[src/rtl/disp_pkg.sv]
// Shared types and constants for the game-status display controller.
// Latency: n/a (types, constants and a pure helper function only).
// Backpressure: n/a.
package disp_pkg;

  typedef enum logic [1:0] {
    IDLE = 2'd0,
    RUN  = 2'd1,
    HIT  = 2'd2,
    OVER = 2'd3
  } state_t;

  localparam logic [3:0] BCD_MAX_DIGIT = 4'd9;
  localparam int         LIVES_MAX     = 8;

  // Thermometer code: bit i set for every i below the lives count.
  function automatic logic [7:0] therm8(input logic [3:0] n);
    logic [7:0] t;
    t = 8'h00;
    for (int i = 0; i < LIVES_MAX; i++) begin
      t[i] = (i < int'(n));
    end
    return t;
  endfunction

endpackage

[src/rtl/bcd_counter2.sv]
// Two-digit saturating BCD up/down counter (00..99) with sync clear and enable.
// Latency: value updates on the edge after a pulse; *_nxt shows the value it will take.
// Backpressure: none; inc and dec together cancel, clear wins over everything.
module bcd_counter2 (
  input  logic       clk,
  input  logic       rst,
  input  logic       clr,
  input  logic       en,
  input  logic       inc,
  input  logic       dec,
  output logic [3:0] ones_nxt,
  output logic [3:0] tens_nxt
);
  import disp_pkg::*;

  logic [3:0] ones;
  logic [3:0] tens;

  // Next count: BCD carry/borrow between digits, saturating at 99 and 00.
  always_comb begin
    ones_nxt = ones;
    tens_nxt = tens;
    if (clr) begin
      ones_nxt = 4'd0;
      tens_nxt = 4'd0;
    end else if (en && inc && !dec) begin
      if (ones != BCD_MAX_DIGIT) begin
        ones_nxt = ones + 4'd1;
      end else if (tens != BCD_MAX_DIGIT) begin
        ones_nxt = 4'd0;
        tens_nxt = tens + 4'd1;
      end
    end else if (en && dec && !inc) begin
      if (ones != 4'd0) begin
        ones_nxt = ones - 4'd1;
      end else if (tens != 4'd0) begin
        ones_nxt = BCD_MAX_DIGIT;
        tens_nxt = tens - 4'd1;
      end
    end
  end

  // Count register.
  always_ff @(posedge clk) begin
    if (rst) begin
      ones <= 4'd0;
      tens <= 4'd0;
    end else begin
      ones <= ones_nxt;
      tens <= tens_nxt;
    end
  end

endmodule

[src/rtl/disp_ctrl.sv]
// Game-status display controller: score, lives, game FSM, LED bar and digit drive.
// Latency: every output is registered from next-state values, one edge after an input pulse.
// Backpressure: none; pulses are consumed every cycle. Optional hiscore via DISP_HISCORE_EN.
module disp_ctrl #(
  parameter int          LIVES_INIT = 3,
  parameter int          BLINK_LOG2 = 22,
  parameter logic [23:0] HIT_CYCLES = 24'd8_000_000
) (
  input  logic       clk,
  input  logic       rst,
  input  logic       start,
  input  logic       score_inc,
  input  logic       score_dec,
  input  logic       life_lost,
  output logic [7:0] led,
  output logic [3:0] dig0,
  output logic [3:0] dig1,
  output logic       game_over
);
  import disp_pkg::*;

  state_t              state, state_nxt;
  logic [3:0]          lives, lives_nxt;
  logic [23:0]         hit_cnt, hit_cnt_nxt;
  logic [BLINK_LOG2:0] blink_cnt, blink_nxt;
  logic                phase_nxt;
  logic                score_en;
  logic [3:0]          ones_nxt, tens_nxt;
  logic [7:0]          led_nxt;
  logic [3:0]          dig0_nxt, dig1_nxt;
  logic                game_over_nxt;
`ifdef DISP_HISCORE_EN
  logic [7:0]          hiscore, hiscore_nxt;
`endif

  // Score only moves while a game is in play; start clears it from any state.
  assign score_en = (state == RUN) || (state == HIT);

  bcd_counter2 u_score (
    .clk      (clk),
    .rst      (rst),
    .clr      (start),
    .en       (score_en),
    .inc      (score_inc),
    .dec      (score_dec),
    .ones_nxt (ones_nxt),
    .tens_nxt (tens_nxt)
  );

  // Free-running blink counter; its MSB is the blink phase.
  assign blink_nxt = blink_cnt + 1'b1;
  assign phase_nxt = blink_nxt[BLINK_LOG2];

  // State, game registers and registered outputs.
  always_ff @(posedge clk) begin
    if (rst) begin
      state     <= IDLE;
      lives     <= 4'd0;
      hit_cnt   <= 24'd0;
      blink_cnt <= '0;
      led       <= 8'h00;
      dig0      <= 4'd0;
      dig1      <= 4'd0;
      game_over <= 1'b0;
    end else begin
      state     <= state_nxt;
      lives     <= lives_nxt;
      hit_cnt   <= hit_cnt_nxt;
      blink_cnt <= blink_nxt;
      led       <= led_nxt;
      dig0      <= dig0_nxt;
      dig1      <= dig1_nxt;
      game_over <= game_over_nxt;
    end
  end

  // Next state: start overrides everything; HIT ignores hits until its window expires.
  always_comb begin
    state_nxt   = state;
    lives_nxt   = lives;
    hit_cnt_nxt = hit_cnt;
    if (start) begin
      state_nxt   = RUN;
      lives_nxt   = 4'(LIVES_INIT);
      hit_cnt_nxt = 24'd0;
    end else begin
      case (state)
        RUN: begin
          if (life_lost) begin
            if (lives > 4'd1) begin
              state_nxt   = HIT;
              lives_nxt   = lives - 4'd1;
              hit_cnt_nxt = HIT_CYCLES - 24'd1;
            end else begin
              state_nxt = OVER;
              lives_nxt = 4'd0;
            end
          end
        end
        HIT: begin
          if (hit_cnt == 24'd0) begin
            state_nxt = RUN;
          end else begin
            hit_cnt_nxt = hit_cnt - 24'd1;
          end
        end
        default: ;
      endcase
    end
  end

  // Output decode from the values the registers take at the coming edge.
  always_comb begin
    led_nxt       = 8'h00;
    dig0_nxt      = ones_nxt;
    dig1_nxt      = tens_nxt;
    game_over_nxt = 1'b0;
    case (state_nxt)
      RUN: led_nxt = therm8(lives_nxt);
      HIT: begin
        // The just-lost life sits at index lives (already decremented, at most 7).
        led_nxt = therm8(lives_nxt);
        led_nxt[lives_nxt[2:0]] = phase_nxt;
      end
      OVER: begin
        led_nxt       = {8{phase_nxt}};
        game_over_nxt = 1'b1;
`ifdef DISP_HISCORE_EN
        if (phase_nxt) begin
          {dig1_nxt, dig0_nxt} = hiscore_nxt;
        end
`endif
      end
      default: ;
    endcase
  end

`ifdef DISP_HISCORE_EN
  // Hiscore captures the final score when a game ends; BCD orders like unsigned binary.
  always_comb begin
    hiscore_nxt = hiscore;
    if ((state == RUN) && (state_nxt == OVER) && ({tens_nxt, ones_nxt} > hiscore)) begin
      hiscore_nxt = {tens_nxt, ones_nxt};
    end
  end

  // Hiscore survives start; only rst clears it.
  always_ff @(posedge clk) begin
    if (rst) begin
      hiscore <= 8'h00;
    end else begin
      hiscore <= hiscore_nxt;
    end
  end
`endif

endmodule

[config.mk]
export PLATFORM = sky130hd
export DESIGN_NAME = disp_ctrl
export DESIGN_NICKNAME = d
export VERILOG_FILES = /design/src/rtl/disp_pkg.sv /design/src/rtl/bcd_counter2.sv /design/src/rtl/disp_ctrl.sv
export SDC_FILE = /design/constraint.sdc
export NUM_CORES = 1
export LEC_CHECK = 0
export CELL_PAD_IN_SITES_DETAIL_PLACEMENT = 0
export CELL_PAD_IN_SITES_GLOBAL_PLACEMENT = 1
export CORE_UTILIZATION = 45
export DETAILED_ROUTE_END_ITERATION = 16
export PLACE_DENSITY = 0.88
export SYNTH_ARGS = -nofsm -noshare
export SYNTH_HDL_FRONTEND = slang
export SYNTH_SLANG_ARGS = --single-unit
[constraint.sdc]
create_clock -name clk -period 2.96 [get_ports clk]
set_input_delay 0.592 -clock clk [delete_from_list [all_inputs] [get_ports clk]]
set_output_delay 0.592 -clock clk [all_outputs]
set_load 0.01 [all_outputs]
Yosys cells after proc, flatten, opt, wreduce, memory -nomap -nowiden --
Index checks and enable logic that the tools add are counted.
Word-level totals: bits in registers 70, output and inout bits 17, logic and storage cells 89, input port bits 6
Cells by class: mux-type cells 30, $lt $le $gt $ge 11, add/sub/neg operators 7, equality and inequality tests 14, reduce and logical (&&, ||, !) cells 19
Operators by type and width (number):
- $mux W24 | 3
- $mux W4 | 16
- $pmux W24 S2 | 1
- $logic_not A24 Y1 | 1
- $pmux W8 S3 | 1
- $sub A24 B1 Y24 const B | 1
- $add A23 B1 Y23 const B | 1
- $lt A3 B4 Y1 const A | 4
- $sub A4 B1 Y4 const B | 3
- $add A4 B1 Y4 const B | 2
- $bwmux W8 | 1
- $lt A1 B4 Y1 const A | 2
- $lt A2 B4 Y1 const A | 2
- $ne A2 B2 Y1 const B | 4
- $ne A4 B4 Y1 const B | 2
- $reduce_bool A4 Y1 | 2
- $eq A2 B2 Y1 const B | 3
- $mux W2 | 3
- $reduce_bool A2 Y1 | 3
- $logic_and A1 B1 Y1 | 5
- $reduce_and A5 Y1 | 1
- $eq A2 B1 Y1 const B | 2
- $gt A4 B1 Y1 const B | 1
- $lt A3 B4 Y1 const B | 1
- other kinds (12) | 16

Longest topological paths before layout --
depth in word-level cells 11, mapped depth 12, gate-level depth less buffers 11

Cells and area by module --
Synthesis repeated with hierarchy kept, for this count alone.
Second synthesis, totals: cell total of the unflattened synthesis 477, area, all modules 4095.2 µm²
Modules (own cells, without submodules):
- disp_ctrl | seq. area each 1401.3 µm², area each 3278.1 µm², cells an instance 372, instances 1
- bcd_counter2 | seq. area each 160.2 µm², area each 817.0 µm², cells an instance 105, instances 1

Worst setup path after synthesis --
No wires, ideal clock.
path kind register -> register, start point register state[0], end point register u_score.tens[3], required time 2.832 ns, clock period less this slack 2.646 ns, cell stages (with the launch flop) 13, slack 0.314 ns, buffers on the path 1, setup time 0.128 ns, arrival time 2.519 ns, path through dfxtp_1 > inv_1 > ha_1 > clkbuf_1 > nor3b_2 > inv_1 > ha_1 > a21o_1 > a21oi_1 > xnor2_1 > nand3_1 > xor2_1 > nor2_1
Between the ends: longest elaborated chain between the ends 6, elaborated cells on any way between the ends 14, classes of those cells eq/ne (5); mux (1); reduce/logical (8)
RTL lines:
- start, declared | RTL line disp_ctrl.sv:22 | state_t state, state_nxt;
- start signal, assigned | RTL line disp_ctrl.sv:66 | state <= state_nxt;
- $eq A2 B1 Y1 or $eq A2 B2 Y1 (tied branches) | RTL line disp_ctrl.sv:37 | assign score_en = (state == RUN) || (state == HIT);
- $logic_or A1 B1 Y1 * | RTL line disp_ctrl.sv:37
- $logic_and A1 B1 Y1, on equally long branches (2 in a row) | RTL line bcd_counter2.sv:26, bcd_counter2.sv:33
- $ne A2 B2 Y1 (no source line) (tied with other cells)
- $reduce_and A5 Y1 (no source line)
- end signal, assigned | RTL line bcd_counter2.sv:50 | tens <= tens_nxt;
- end, declared | RTL line bcd_counter2.sv:17 | logic [3:0] tens;
Every way passes the cells marked *; elsewhere a longest branch is shown, timed or not. A chain may end at the register's enable or synchronous reset.

Worst setup path in the final report --
start point register lives[0], end point register hit_cnt[19]
Between the ends: longest elaborated chain between the ends 3
RTL lines:
- start, declared | RTL line disp_ctrl.sv:23 | logic [3:0] lives, lives_nxt;
- start signal, assigned | RTL line disp_ctrl.sv:67 | lives <= lives_nxt;
- $gt A4 B1 Y1 | RTL line disp_ctrl.sv:90 | if (lives > 4'd1) begin
- $ne A2 B1 Y1 (no source line)
- $reduce_and A4 Y1 (no source line)
- end signal, assigned | RTL line disp_ctrl.sv:68 | hit_cnt <= hit_cnt_nxt;
- end, declared | RTL line disp_ctrl.sv:24 | logic [23:0] hit_cnt, hit_cnt_nxt;
Every way passes these cells.

==> results <==
## logic make-up (layout without fill, tap and decap cells)
| kind of cell | Yosys count | after routing | synth area share [%] |
|---|---|---|---|
| compound gates | 96 | 96 | 16.4 |
| xor+xnor | 44 | 44 | 10.2 |
| fa+ha+maj | 9 | 9 | 3.19 |
| buf+inv | 38 | 63 | 4.09 |
| flops | 70 | 70 | 37.2 |
| mux | 3 | 3 | 0.831 |
| simple gates | 199 | 199 | 28.1 |
## through the flow
stage	total power [uW]	std cells	hold WS, ns	util [%]	setup WS [ns]
3_3_place_gp	1320	573	0.443	50.1	0.153
5_1_grt	2130	589	0.503	52.3	0.0707
3_5_place_dp	1320	573	0.471	50.1	0.0819
2_1_floorplan	1240	459	0.426	-	0.314
6_report	2020	589	0.482	52.3	0.328
4_1_cts	2050	589	0.491	52.3	0.348
## layout make-up
type	instances	area (um^2)	share of cell area, %
well taps	105	131	3.07
repair buffers	33	303	7.08
clock buffers	9	124	2.90
multi-input cells	351	2210	51.7
clock inverters	7	55.1	1.29
inverters	14	52.6	1.23
flip-flops and latches	70	1400	32.8
## worst max-delay path: stages, from the launching register on
cell	delay, ns
dfxtp_1	0.53
inv_1	0.13
ha_1	0.27
o21bai_1	0.25
o21ai_1	0.26
a32o_1	0.45
nor4_1	0.38
xnor2_1	0.16
a21oi_1	0.08
## path summary, 6_finish.rpt
check / startpoint / to / slack (ns) / cells past startpoint
max: lives[0] / hit_cnt[19] / 0.33 / 8
min reg2reg: blink_cnt[0] / blink_cnt[0] / 0.48 / 1
min: blink_cnt[0] / blink_cnt[0] / 0.48 / 1
max reg2reg: lives[0] / hit_cnt[19] / 0.33 / 8
## layer usage
layer	up-vias	global-route usage [%]	part of all wire, %
li1	1683	-	-
met4	0	5.90	0.77
met3	8	5.53	4.4
met5	-	0	0
met2	74	33.2	47
met1	1559	25.2	48
## sequential cells by signal, summed over array words and instances (netlist names)
signal	cells
u_score.ones	4
game_over	1
lives	4
led	8
u_score.tens	4
state	2
blink_cnt	23
hit_cnt	24
## cells in the final DEF, fill, tap and decap left out, drive strengths merged, types with 9 or more instances in the layout
cell and instances:
nand2 23, nand4 9, clkdlybuf4s50 22, xnor2 24, a21oi 38, nor4 18, clkbuf 9, inv 18
xor2 20, nor3 11, or3 9, dfxtp 70, nor2 66, buf 11, nand3 20, o21ai 18
## power groups by stage
stage	Combinational, uW	Clock [uW]	Sequential (uW)
floorplan	230	0	1010
global placement	305	0	1010
detailed placement	308	0	1010
CTS	310	748	989
global route	345	789	994
finish	311	722	989
==> out/results.txt <==
The run gives 0.00151 uW as the standby leakage power. In the global route stage, overall resource usage came out at 20.0%. The placed instances occupy a cell area of 4100 um^2. The buffers inserted during post-CTS setup optimization is 0, and the TritonCTS buffer count is 9.

Synthesis produced a netlist with a net count of 474. Setup violations remaining at the end of the flow were counted as 0. After synthesis the cells add up to 3770 um^2. The clock passes through at most 2 buffers. The number of gates resized after CTS was 0. TritonCTS built the clock tree.

The commonest cells after synthesis are 70 x dfxtp_1, 66 x nor2_1, 38 x a21oi_1. Along the worst path, the maximum fanout reaches 13. The power density over the cells came out at 473 nW/um^2. The floorplan has 33 rows.

The final period demand of the worst path works out to 2.63 ns. CTS placed an instance of clkbuf_8 at the clock tree root. The flow ran to the end, and the final reports show no timing, DRC or antenna violations. Ranked by total cell area, the synthesized netlist is headed by dfxtp_1 37%, nor2_1 6.6%, xnor2_1 5.6%.

0 antenna diodes ended up in the layout. For this block, the initial DRC count from the detailed router was 191. The ratio of final minimum period to clock period came out at 88.9%.

The number of iterations in the first detailed-routing pass was 5. 23 I/O pins were placed. The synthesized area divided by synthesized cell count was 8.21 um^2; the area of all placed cells without fillers was 4280 um^2.

The number of global-route vias before repair came out at 3080. The initial utilization of the core area, before any placement, comes to 46.1%. Setup repair after global routing left no endpoint under its margin. The min-delay analysis places its worst path in the category register to register. The count of buffers added on input and output ports is 22.

Share of async-settable or async-resettable flops after synthesis: 0%. The number of max-slew violations in the final report was 0. The total of max-cap violations was 0. Of the total power, the share spent switching nets is 30.4%. The count of state elements after synthesis works out to 70. Summed over all nets, the switching power comes to 615 uW. After synthesis, flip-flops and latches occupy 37.2% of the total area. The H-tree was split into 3 levels. Entering global routing, the biggest net connects 34 pins.

The count of distinct cell types in the synthesized netlist was 64; the slew at the pin closest to its max-slew limit was 0.801 ns. Maximum operating frequency: 380 MHz. The mean routed wirelength per cell works out to 13.8 um. The run gives 0 as the number of warnings reported in the yosys synthesis log. Clock-pin slew was measured on the worst setup and hold paths at 0.08 ns. The final layout contains 494 nets.

The area share of the leading cell type in the synthesized netlist came out at 37.2%. The total vias in the final route was 3324. Routability-driven placement finished with a final weighted congestion of 0.859. The clock drives 70 sinks.

Per report_power, the combinational group accounts for 15.4% of the total. Most used flip-flop cell after synthesis: dfxtp_1. IR analysis of the VDD net gives a maximum drop of 0.000371 V.

STA classifies the critical path endpoint as a register. After technology mapping, the gate count stands at 459. The run gives 2.85 ns as the endpoint arrival time on the critical path. In this run the remaining antenna-violating nets after routing total 0.

The run gives 1410 uW as the internal power. For the filler cell count, the log shows 807. The critical path is of the register to register type.

The count of final hold-check violations is 0. The tools report the tightest slew margin relative to the limit as 45.1%. The final wirelength is 8.14 mm, and the HPWL reported at the end of detailed placement is 5.51 mm. Critical path launch point type: a register. The final routed DRC violation total was 0; the ratio of routed vias to standard cells was 5.64.

Counting flops with a built-in enable in the synthesized netlist gives 0. The logs give 0.35 ns for the insertion delay to the later sink of the worst-skew pair and 0.00887 ns for the setup skew after layout. The remaining global-route overflow came out at 0.

The largest total area in the synthesized netlist belongs to dfxtp_1. The share of layout cells above drive strength 1 was 8.68%. STA puts the critical path data required time at 3.18 ns.

The growth of design area from synthesis to finish was 13.6%; the aggregate negative setup slack was 0 ns. The initial antenna violation count was 0; the placeable core area was 8180 um^2. Registers are responsible for 48.9% of the overall power. In this run the horizontal extent of the chip is 93.5 um. The clock network fraction of design power was 35.7%; the number of buffers inserted by hold repair at cts was 0. Cell with the most instances after synthesis: dfxtp_1.

The die covers 8740 um^2. Die height: 93.5 um. The wire length of the first global-routing pass came out at 14.0 mm.
Power figures use the tool's default switching activity.
